<file path="src/rtl/imu_pkt_uart_tx_if.sv">
// imu_pkt_uart_tx_if: upstream payload byte stream feeding imu_pkt_uart_tx.
//   pl_valid  source -> sink  payload byte valid
//   pl_data   source -> sink  payload byte
//   pl_ready  sink -> source  byte accepted when pl_valid & pl_ready
// master: byte source (upstream); slave: byte sink (the UART packet transmitter).
interface imu_pkt_uart_tx_if;
  logic       pl_valid;
  logic [7:0] pl_data;
  logic       pl_ready;

  modport master (
    output pl_valid,
    output pl_data,
    input  pl_ready
  );

  modport slave (
    input  pl_valid,
    input  pl_data,
    output pl_ready
  );
endinterface

</file>
<file path="src/rtl/imu_pkt_uart_tx.sv">
// imu_pkt_uart_tx: serialises one IMU packet per start pulse onto a UART line
// (8N1, LSB first, idle high). A packet is the two header bytes
// (IMU_PKT_HEADER[15:8] first) followed by payload bytes pulled from the
// upstream stream, IMU_PKT_SIZE bytes in total, then GAP_BITS idle bit-times.
//
// Ports:
//   sys_clk  in   system clock
//   reset    in   asynchronous, active-high reset; aborts any packet at once
//   start    in   single-cycle request to send one packet (sampled in IDLE only)
//   pl       if   payload stream sink (pl_valid, pl_data in; pl_ready out)
//   uart_tx  out  serial line, driven from a flop
//   busy     out  high while a packet is in progress
//   done     out  one-cycle pulse at the end of the inter-packet gap
//
// Build option: define IMU_TX_CHECKSUM_EN to replace the final payload byte
// with the modulo-256 sum of the pulled payload bytes (header excluded).
module imu_pkt_uart_tx #(
  parameter int unsigned CLKS_PER_BIT   = 54,
  parameter int unsigned IMU_PKT_SIZE   = 46,
  parameter logic [15:0] IMU_PKT_HEADER = 16'h5AA5,
  parameter int unsigned GAP_BITS       = 10
) (
  input  logic                    sys_clk,
  input  logic                    reset,
  input  logic                    start,
  imu_pkt_uart_tx_if.slave        pl,
  output logic                    uart_tx,
  output logic                    busy,
  output logic                    done
);

  localparam logic [2:0] S_IDLE  = 3'd0;
  localparam logic [2:0] S_LOAD  = 3'd1;
  localparam logic [2:0] S_START = 3'd2;
  localparam logic [2:0] S_DATA  = 3'd3;
  localparam logic [2:0] S_STOP  = 3'd4;
  localparam logic [2:0] S_GAP   = 3'd5;

  localparam logic [15:0] BAUD_LAST = 16'(CLKS_PER_BIT - 1);
  localparam logic [5:0]  LAST_BYTE = 6'(IMU_PKT_SIZE - 1);
  localparam logic [15:0] GAP_LAST  = 16'(GAP_BITS - 1);
  localparam bit          HAS_GAP   = (GAP_BITS != 0);

  logic [2:0]  state;
  logic [15:0] baud_cnt;
  logic [2:0]  bit_cnt;
  logic [5:0]  byte_cnt;
  logic [15:0] gap_cnt;
  logic [7:0]  data_q;

  logic       baud_last;
  logic       last_byte;
  logic       gap_last;
  logic       load_hdr;
  logic       load_sum;
  logic       load_go;
  logic [7:0] load_byte;

  assign baud_last = (baud_cnt == BAUD_LAST);
  assign last_byte = (byte_cnt == LAST_BYTE);
  assign gap_last  = (gap_cnt == GAP_LAST);
  assign load_hdr  = (byte_cnt < 6'd2);

`ifdef IMU_TX_CHECKSUM_EN
  logic [7:0] csum;

  assign load_sum = last_byte;

  always_ff @(posedge sys_clk or posedge reset) begin
    if (reset) begin
      csum <= '0;
    end else if (state == S_IDLE) begin
      csum <= '0;
    end else if (pl.pl_valid && pl.pl_ready) begin
      csum <= csum + pl.pl_data;
    end
  end
`else
  assign load_sum = 1'b0;
`endif

  assign pl.pl_ready = (state == S_LOAD) && !load_hdr && !load_sum;
  assign load_go     = (state == S_LOAD) && (load_hdr || load_sum || pl.pl_valid);
  assign busy        = (state != S_IDLE);
  // With no gap the pulse moves onto the last stop-bit cycle.
  assign done        = baud_last &&
                       (((state == S_GAP) && gap_last) ||
                        (!HAS_GAP && (state == S_STOP) && last_byte));

  always_comb begin
    load_byte = pl.pl_data;
    if (load_hdr) begin
      load_byte = byte_cnt[0] ? IMU_PKT_HEADER[7:0] : IMU_PKT_HEADER[15:8];
    end
`ifdef IMU_TX_CHECKSUM_EN
    else if (load_sum) begin
      load_byte = csum;
    end
`endif
  end

  // uart_tx is updated on the same edge that enters the state producing it,
  // so the registered line level lines up exactly with each state's cycles.
  always_ff @(posedge sys_clk or posedge reset) begin
    if (reset) begin
      state    <= S_IDLE;
      baud_cnt <= '0;
      bit_cnt  <= '0;
      byte_cnt <= '0;
      gap_cnt  <= '0;
      data_q   <= '0;
      uart_tx  <= 1'b1;
    end else begin
      case (state)
        S_IDLE: begin
          baud_cnt <= '0;
          if (start) begin
            state    <= S_LOAD;
            byte_cnt <= '0;
          end
        end
        S_LOAD: begin
          if (load_go) begin
            data_q   <= load_byte;
            state    <= S_START;
            baud_cnt <= '0;
            uart_tx  <= 1'b0;
          end
        end
        S_START: begin
          if (baud_last) begin
            baud_cnt <= '0;
            bit_cnt  <= '0;
            state    <= S_DATA;
            uart_tx  <= data_q[0];
          end else begin
            baud_cnt <= baud_cnt + 16'd1;
          end
        end
        S_DATA: begin
          if (baud_last) begin
            baud_cnt <= '0;
            bit_cnt  <= bit_cnt + 3'd1;
            if (bit_cnt == 3'd7) begin
              state   <= S_STOP;
              uart_tx <= 1'b1;
            end else begin
              uart_tx <= data_q[bit_cnt + 3'd1];
            end
          end else begin
            baud_cnt <= baud_cnt + 16'd1;
          end
        end
        S_STOP: begin
          if (baud_last) begin
            baud_cnt <= '0;
            if (last_byte) begin
              gap_cnt <= '0;
              state   <= HAS_GAP ? S_GAP : S_IDLE;
            end else begin
              byte_cnt <= byte_cnt + 6'd1;
              state    <= S_LOAD;
            end
          end else begin
            baud_cnt <= baud_cnt + 16'd1;
          end
        end
        S_GAP: begin
          if (baud_last) begin
            baud_cnt <= '0;
            gap_cnt  <= gap_cnt + 16'd1;
            if (gap_last) begin
              state <= S_IDLE;
            end
          end else begin
            baud_cnt <= baud_cnt + 16'd1;
          end
        end
        default: begin
          state   <= S_IDLE;
          uart_tx <= 1'b1;
        end
      endcase
    end
  end

endmodule

</file>
<file path="src/flat_wrapper.sv">
// flat-port wrapper written by rule: the top's interface ports become plain ports
module imu_pkt_uart_tx_flat 
#(
  parameter int unsigned CLKS_PER_BIT   = 54,
  parameter int unsigned IMU_PKT_SIZE   = 46,
  parameter logic [15:0] IMU_PKT_HEADER = 16'h5AA5,
  parameter int unsigned GAP_BITS       = 10
)
  (sys_clk, reset, start, uart_tx, busy, done, pl_pl_valid, pl_pl_data, pl_pl_ready);
  imu_pkt_uart_tx_if pl_i ();
  input  logic sys_clk;
  input  logic reset;
  input  logic start;
  output logic uart_tx;
  output logic busy;
  output logic done;
  input wire logic [$bits(pl_i.pl_valid)-1:0] pl_pl_valid;
  input wire logic [$bits(pl_i.pl_data)-1:0] pl_pl_data;
  output wire logic [$bits(pl_i.pl_ready)-1:0] pl_pl_ready;
  assign pl_i.pl_valid = pl_pl_valid;
  assign pl_i.pl_data = pl_pl_data;
  assign pl_pl_ready = pl_i.pl_ready;
  imu_pkt_uart_tx #(.CLKS_PER_BIT(CLKS_PER_BIT), .IMU_PKT_SIZE(IMU_PKT_SIZE), .IMU_PKT_HEADER(IMU_PKT_HEADER), .GAP_BITS(GAP_BITS)) u_core (.sys_clk(sys_clk), .reset(reset), .start(start), .pl(pl_i), .uart_tx(uart_tx), .busy(busy), .done(done));
endmodule
</file>
<file path="config.mk">
export PLATFORM = sky130hd
export DESIGN_NAME = imu_pkt_uart_tx_flat
export DESIGN_NICKNAME = d
export VERILOG_FILES = /design/src/rtl/imu_pkt_uart_tx_if.sv /design/src/rtl/imu_pkt_uart_tx.sv /design/src/flat_wrapper.sv
export SDC_FILE = /design/constraint.sdc
export NUM_CORES = 1
export LEC_CHECK = 0
export CORE_MARGIN = 2
export CORE_UTILIZATION = 60
export CTS_CLUSTER_DIAMETER = 40
export DETAILED_ROUTE_END_ITERATION = 10
export HOLD_SLACK_MARGIN = 0.12
export MAX_ROUTING_LAYER = met4
export PLACE_DENSITY = 0.88
export SLEW_MARGIN = 20
export SYNTH_ARGS = -nofsm -noshare
export SYNTH_HDL_FRONTEND = slang
export SYNTH_SLANG_ARGS = --single-unit
</file>
<file path="constraint.sdc">
create_clock -name sys_clk -period 5 [get_ports sys_clk]
set_clock_uncertainty 0.05 [all_clocks]
set_input_delay 1 -clock sys_clk [delete_from_list [all_inputs] [get_ports sys_clk]]
set_output_delay 1 -clock sys_clk [all_outputs]
set_load 0.02 [all_outputs]
</file>
# Word level (Yosys, flattened, before mapping)
# Cells that the tools add are included.
# op_classes
add_sub_neg	4
n_lt_le_gt_ge	2
n_eq_ne	19
mux	33
bitwise	1
n_reduce_logical	21
# ops
cell	n
16-bit 2-to-1 mux	5
16-bit case mux with 3 select lines	1
3-bit 2-to-1 mux	11
16-bit by 1-bit adder with 16-bit output (second input constant)	2
16-bit case mux with 2 select lines	1
6-bit 2-to-1 mux	3
3-bit case mux with 6 select lines	1
16-bit by 4-bit equality test with 1-bit output (second input constant)	1
16-bit by 6-bit equality test with 1-bit output (second input constant)	1
8-bit 2-to-1 mux	2
2-bit by 1-bit inequality test with 1-bit output (second input constant)	8
6-bit case mux with 2 select lines	1
4-bit AND reduction	3
3-bit equality test (second input constant)	3
8-bit AND reduction	1
6-bit by 1-bit adder with 6-bit output (second input constant)	1
3-bit by 2-bit equality test with 1-bit output (second input constant)	2
6-bit equality test (second input constant)	1
6-bit by 2-bit less-than comparator with 1-bit output (second input constant)	1
3-bit case mux with 2 select lines	1
2-bit nonzero test	3
3-bit nonzero test	2
1-bit 2-to-1 mux	5
1-bit logical AND	4
14 further kinds	16
# totals
register_bits	53
input_bits	12
out_inout_bits	4
elab_cells	87

# Longest topological paths before layout
# Gate-level depths: netlist of the first run.
# depth
ltp_word	6
depth_mapped	9
depth_no_buf	7

# Worst setup path before layout of the first run
# No wires, ideal clock.
# synth_path
kind	flip-flop to output port
start	register u_core.baud_cnt[6]
end	output done
arrival_time_ps	1924
t_required_ps	3950
slack_ps	2026
stages_incl_launch_ff	6
path_buffers	1
path_cell_list	dfrtp_1 or4_4 nor4_4 buf_6 nand4_1 nor2_1
# synth_via
elab_chain_len	2
# synth_lines
element	line_no	rtl
from (decl)	imu_pkt_uart_tx.sv:45	logic [15:0] baud_cnt;
from (signal assigned)	imu_pkt_uart_tx.sv:137	baud_cnt <= baud_cnt + 16'd1;
from (signal assigned)	imu_pkt_uart_tx.sv:151	baud_cnt <= baud_cnt + 16'd1;
from (signal assigned)	imu_pkt_uart_tx.sv:165	baud_cnt <= baud_cnt + 16'd1;
16-bit by 6-bit equality test with 1-bit output	imu_pkt_uart_tx.sv:59	assign baud_last = (baud_cnt == BAUD_LAST);
1-bit logical AND	imu_pkt_uart_tx.sv:86	assign done = baud_last &&
to (decl)	flat_wrapper.sv:16	output logic done;
# No other way between the ends.

# Final worst setup path of the first run
# layout_path
start	register u_core.baud_cnt[7]
end	output done
# The elaborated chain is that of the path after synthesis.

==> results.sh, run 1 <==
export IMPL_first_pass_iters=4
export IMPL_antenna_left=0
export IMPL_whs_ps=432
export IMPL_crit_path_start_kind="register"
export IMPL_ios=16
export IMPL_fmax_mhz=254
export IMPL_setup_viol=0
export IMPL_vias_per_cell=6.25
export IMPL_reg2reg_from="u_core.baud_cnt[7]"
export IMPL_cts_tree="built"
export IMPL_io_buffers=15
export IMPL_hp_start="u_core.baud_cnt[15]"
export IMPL_cap_violations=0
export IMPL_cp_max_fo=12
export IMPL_layout_min_cycle_time_ps=3940
export IMPL_synthToLayoutAreaGrowth_pct=9.92
export IMPL_worstHoldEndpoint="u_core.baud_cnt[15]"
export IMPL_synth_top_area_cell="dfrtp_1"
export IMPL_crit_chain="or4_4 -> nor4_4 -> buf_4 -> nand4_1 -> nor2_1 -> clkdlybuf4s50_1"
export IMPL_synth_seq_cells=53
export IMPL_worstMarginPinSlew_ps=1100
export IMPL_critPathMaxStageDelay_ps=610
export IMPL_rows=26
export IMPL_powerDensity_nw_per_um2=381
export IMPL_wl_mm=6.89
export IMPL_grt_use_total=0.254
export IMPL_ys_warn_count=0
export IMPL_cts_root_buf="clkbuf_8"
export IMPL_postCtsHoldBufs=0
export IMPL_yosysMostFrequentCell="dfrtp_1"
export IMPL_syn_num_nets=365
export IMPL_drive_above_1_share=0.0924
export IMPL_regToRegEndpoint="u_core.gap_cnt[15]"
export IMPL_status="finished, final reports clean"
export IMPL_synth_top_cell_area_share=0.416
export IMPL_placed_cells=419
export IMPL_final_core_util=0.678
export IMPL_worstSetupEndpointType="primary output"
export IMPL_cp_arrival_ps=2890
export IMPL_hold_class="register to register"
export IMPL_fin_setup_tns_ps=0
export IMPL_yosysSeqAreaShare=0.424
export IMPL_period_share=0.789
export IMPL_die_w_um=76.2
export IMPL_cpMaxStageDelayCell="or4_4"
export IMPL_hold_depth=1
export IMPL_nNetsFinal=377
export IMPL_first_global_vias=2590
export IMPL_layoutNonFillerInstCount=427
export IMPL_cts_buffer_depth=2
export IMPL_grt_max_degree=54
export IMPL_cts_clk_slew_worst_paths_ps=100
export IMPL_clock_sinks=53
export IMPL_synthArstFlopShare=1.00
export IMPL_synth_area_per_cell_um2=9.09
export IMPL_leakage_nw=1.37
export IMPL_gp_congestion=0.828
export IMPL_critPathKind="register to primary output"
export IMPL_report_final_slew_viol_count=0
export IMPL_synth_common_cells="dfrtp_1, o21ai_0, a21oi_1"
export IMPL_synth_area_leaders="dfrtp_1, o21ai_0, a21oi_1"
export IMPL_cts_made_buffers=5
export IMPL_drt_initial_drc_count=181
export IMPL_syn_inst=344
export IMPL_fillCellCount=421
export IMPL_cts_htree_levels=2
export IMPL_antenna_found_initial=0
export IMPL_reg2reg_depth=6
export IMPL_reg2reg_slack_ps=2120
export IMPL_clk_insertion_delay_late_ps=310
export IMPL_synth_area_um2=3130
export IMPL_ir_drop_mv=0.276
export IMPL_grt_overflow=0
export IMPL_multi_input_area_um2=1700
export IMPL_cts_repair_resized=0
export IMPL_antenna_cells=0
export IMPL_regArea_um2=1330
export IMPL_core_area_um2=5070
export IMPL_cp_required_ps=3950
export IMPL_fp_dieH_um=76.2
export IMPL_drc_errors=0
export IMPL_hold_viol=0
export IMPL_dr_total_vias=2670
export IMPL_dp_final_hpwl_mm=4.80
export IMPL_cts_setup_buffers=0
export IMPL_wl_per_cell_um=16.1
export IMPL_relSlewSlack=0.260
export IMPL_start_util=0.616
export IMPL_rsz0062_at_grt="no"
export IMPL_die_area_um2=5810
export IMPL_ys_types=59
export IMPL_synthFlopType="dfrtp_1"
export IMPL_grt_pass1_wl_mm=11.9
export IMPL_finalPower_w=0.00131
export IMPL_synth_edf_count=0
[report_power, final]
group / switching [W] / internal (W)
clock: 0.000139 / 0.000163
sequential: 0.000113 / 0.000532
combinational: 0.000196 / 0.000168
total: 0.000447 / 0.000863
[layout by cell type (no fill, tap or decap), drive strengths merged, types with 2 or more instances in the layout]
| cell | netlist | layout |
|---|---|---|
| dfrtp | 52 | 52 |
| o21ai | 38 | 38 |
| a21oi | 33 | 33 |
| nor2 | 32 | 32 |
| nand2 | 26 | 26 |
| nand4 | 15 | 15 |
| clkdlybuf4s50 | 0 | 15 |
| nand3 | 14 | 14 |
| inv | 14 | 13 |
| or3 | 9 | 9 |
| ha | 9 | 9 |
| and3 | 9 | 9 |
| xor2 | 8 | 8 |
| clkbuf | 7 | 7 |
| nor3 | 6 | 6 |
| o31ai | 6 | 6 |
| a31oi | 5 | 5 |
| nor4 | 5 | 5 |
| nor2b | 4 | 4 |
| o41ai | 4 | 4 |
| or4 | 4 | 4 |
| or3b | 3 | 3 |
| and2 | 3 | 3 |
| a211oi | 3 | 3 |
| o21bai | 2 | 2 |
| or2 | 2 | 2 |
| o21ba | 2 | 2 |
| a41oi | 2 | 2 |
| mux4 | 2 | 2 |
| mux2 | 2 | 2 |
| or4b | 2 | 2 |
| a21boi | 2 | 2 |
[registers in the layout (all words and copies together) (netlist names)]
signal           flops
u_core.state         3
u_core.gap_cnt      16
u_core.baud_cnt     16
u_core.data_q        8
u_core.uart_tx       1
u_core.byte_cnt      6
u_core.bit_cnt       3
[metrics by stage]
stage | setup WS (ps) | cell area, um^2
4_1_cts | 1070 | 3440
5_1_grt | 873 | 3440
2_1_floorplan | 2030 | 3130
6_report | 1060 | 3440
3_5_place_dp | 1430 | 3320
3_3_place_gp | 1500 | 3320
[metal layers]
| layer | vias up | global-route usage | routed length (um) |
|---|---|---|---|
| met5 | - | - | 0 |
| met4 | 0 | 0.0564 | 78 |
| met3 | 11 | 0.0355 | 218 |
| met2 | 41 | 0.411 | 3400 |
| met1 | 1322 | 0.345 | 3190 |
| li1 | 1296 | - | - |
[layout make-up]
class                      instances  share of cell area
clock inverter                     1             0.00873
clock buffer                       7              0.0251
inverter                          14              0.0156
timing repair buffer              16              0.0459
sequential                        53               0.386
multi-input combinational        266               0.493
tap                               70              0.0255
[critical path: cells and delay by family (launching register included)]
kind,cells,cell delay [ps]
buffers and inverters,2,840
flip-flops,1,510
AND/OR/NAND/NOR,4,1220
[cell families (layout without fill, tap and decap cells)]
group,Yosys count,in the layout,synth area share
AND/OR/NAND/NOR,140,140,0.251
AO/OA/AOI/OAI,105,105,0.211
flip-flops,53,53,0.424
buffers and inverters,25,38,0.0336
adder cells (fa/ha/maj),9,9,0.0360
XOR/XNOR,8,8,0.0224
multiplexers,4,4,0.0216
[how the worst max path moves through the flow]
stage	from	endpoint	slack (ps)	cells past startpoint
after floorplan	u_core.baud_cnt[6]	done	2030	5
after global placement	u_core.baud_cnt[7]	done	1500	6
after detailed placement	u_core.baud_cnt[7]	done	1430	6
after CTS	u_core.baud_cnt[7]	done	1070	6
after global routing	u_core.baud_cnt[7]	done	870	6
final	u_core.baud_cnt[7]	done	1060	6
Note: power is estimated with default switching activity, not from simulation.
==> run 2, diff against run 1 <==
==> constraint.sdc (replaced) <==
create_clock -name sys_clk -period 4 [get_ports sys_clk]
set_clock_uncertainty 0.05 [all_clocks]
set_input_delay 0.8 -clock sys_clk [delete_from_list [all_inputs] [get_ports sys_clk]]
set_output_delay 0.8 -clock sys_clk [all_outputs]
set_load 0.02 [all_outputs]
==> run 2 against run 1 <==
Net effect:
- highest routed layer unchanged
- routed wire length down 0.23%
- clock power increased by 28%
- sequential cell count did not move
- sequential share of layout area fell by 0.21 points
- global-route usage decreased by 0.70 points
- worst setup slack worse by 630 ps
- clock-buffer cell count is 1 lower
- first-iteration DRC count is 2.2% lower
==> results.sh, run 2 (synthesized netlist as in run 1, its figures left out) <==
export IMPL_reg_largest_list="u_core.baud_cnt x16, u_core.gap_cnt x16, u_core.data_q x8"
export IMPL_fin_setup_tns_ps=0
export IMPL_hold_class="register to register"
export IMPL_gp_congestion=0.851
export IMPL_critPathMaxStageDelay_ps=620
export IMPL_first_pass_iters=5
export IMPL_place_ws_ps=772
export IMPL_layoutNonFillerInstCount=428
export IMPL_vias_per_cell=6.28
export IMPL_die_w_um=76.2
export IMPL_crit_chain="or4_4 -> nor4_4 -> nand4_1 -> nor2_1 -> clkdlybuf4s50_1"
export IMPL_postCtsHoldBufs=0
export IMPL_ir_drop_mv=0.397
export IMPL_start_util=0.616
export IMPL_antenna_left=0
export IMPL_cp_max_fo=12
export IMPL_wl_mm=6.87
export IMPL_crit_path_start_kind="register"
export IMPL_status="finished, final reports clean"
export IMPL_rsz0062_at_grt="no"
export IMPL_cpMaxStageDelayCell="clkdlybuf4s50_1"
export IMPL_fp_dieH_um=76.2
export IMPL_drive_above_1_share=0.103
export IMPL_cp_arrival_ps=2730
export IMPL_first_global_vias=2533
export IMPL_period_share=0.895
export IMPL_cts_buffer_depth=2
export IMPL_placed_cells=420
export IMPL_report_final_slew_viol_count=0
export IMPL_cts_htree_levels=2
export IMPL_grt_max_degree=54
export IMPL_cts_root_buf="clkbuf_8"
export IMPL_cts_setup_buffers=0
export IMPL_drt_initial_drc_count=177
export IMPL_cap_violations=0
export IMPL_cts_tree="built"
export IMPL_drc_errors=0
export IMPL_io_buffers=15
export IMPL_wl_per_cell_um=16.1
export IMPL_antenna_found_initial=0
export IMPL_dr_total_vias=2689
export IMPL_reg2reg_slack_ps=1100
export IMPL_grt_overflow=0
export IMPL_leakage_nw=1.38
export IMPL_final_core_util=0.681
export IMPL_cts_made_buffers=5
export IMPL_grt_pass1_wl_mm=11.5
export IMPL_cts_clk_slew_worst_paths_ps=90
export IMPL_die_area_um2=5810
export IMPL_critPathKind="register to primary output"
export IMPL_clock_sinks=53
export IMPL_cts_repair_resized=0
export IMPL_setup_viol=0
export IMPL_relSlewSlack=0.375
export IMPL_worstSetupEndpointType="primary output"
export IMPL_core_area_um2=5070
export IMPL_synthToLayoutAreaGrowth_pct=10.5
export IMPL_fmax_mhz=279
export IMPL_powerDensity_nw_per_um2=477
export IMPL_worstMarginPinSlew_ps=925
export IMPL_clk_insertion_delay_late_ps=320
export IMPL_cp_required_ps=3150
export IMPL_ios=16
export IMPL_hold_viol=0
export IMPL_antenna_cells=0
export IMPL_rows=26
export IMPL_grt_use_total=0.247
export IMPL_final_common_cell="dfrtp_1"
export IMPL_layout_min_cycle_time_ps=3580
export IMPL_setup_slack_ps=422
export IMPL_final_cell_mix="dfrtp_1, o21ai_0, nor2_1, a21oi_1, nand2_1"
export IMPL_dp_final_hpwl_mm=4.83
export IMPL_nNetsFinal=378
run 2: final cells by class:
type	instances	area, um^2
well taps	70	87.6
flip-flops and latches	53	1330
fillers	389	1620
multi-input cells	266	1700
repair buffers	17	165
inverters	14	53.8
clock inverters	2	37.5
clock buffers	6	82.6
run 2: layer usage:
layer  track usage  up-vias  part of all wire
met5             -        -                 0
met4        0.0709        0             0.013
met3        0.0438       10             0.039
met2         0.404       68              0.49
met1         0.318     1310              0.46
li1              -     1301                 -
run 2: stage by stage:
stage               hold slack, ps  power, W  cell area (um^2)
finish                         444   0.00165              3460
floorplan                      390   0.00114              3130
global route                   488   0.00174              3460
global placement               405   0.00124              3330
CTS                            446   0.00165              3450
detailed placement             442   0.00127              3330
run 2: final timing paths:
check,cells past startpoint,start,end
max,5,u_core.baud_cnt[7],done
min,1,u_core.baud_cnt[15],u_core.baud_cnt[15]
min in group asynchronous,2,reset,u_core.gap_cnt[10]
max in group asynchronous,2,reset,u_core.data_q[0]
min reg2reg,1,u_core.baud_cnt[15],u_core.baud_cnt[15]
max reg2reg,6,u_core.baud_cnt[7],u_core.gap_cnt[15]
run 2: power by group:
part	internal, W	switching (W)
Combinational	0.000209	0.000243
Sequential	0.000665	0.000144
Clock	0.000204	0.000183
Total	0.00108	0.000570
run 2: critical path: cells and delay by family, from the launching register on:
kind,cells,cell delay [ps]
buffers and inverters,1,620
and+or+nand+nor,4,1290
DFF,1,510
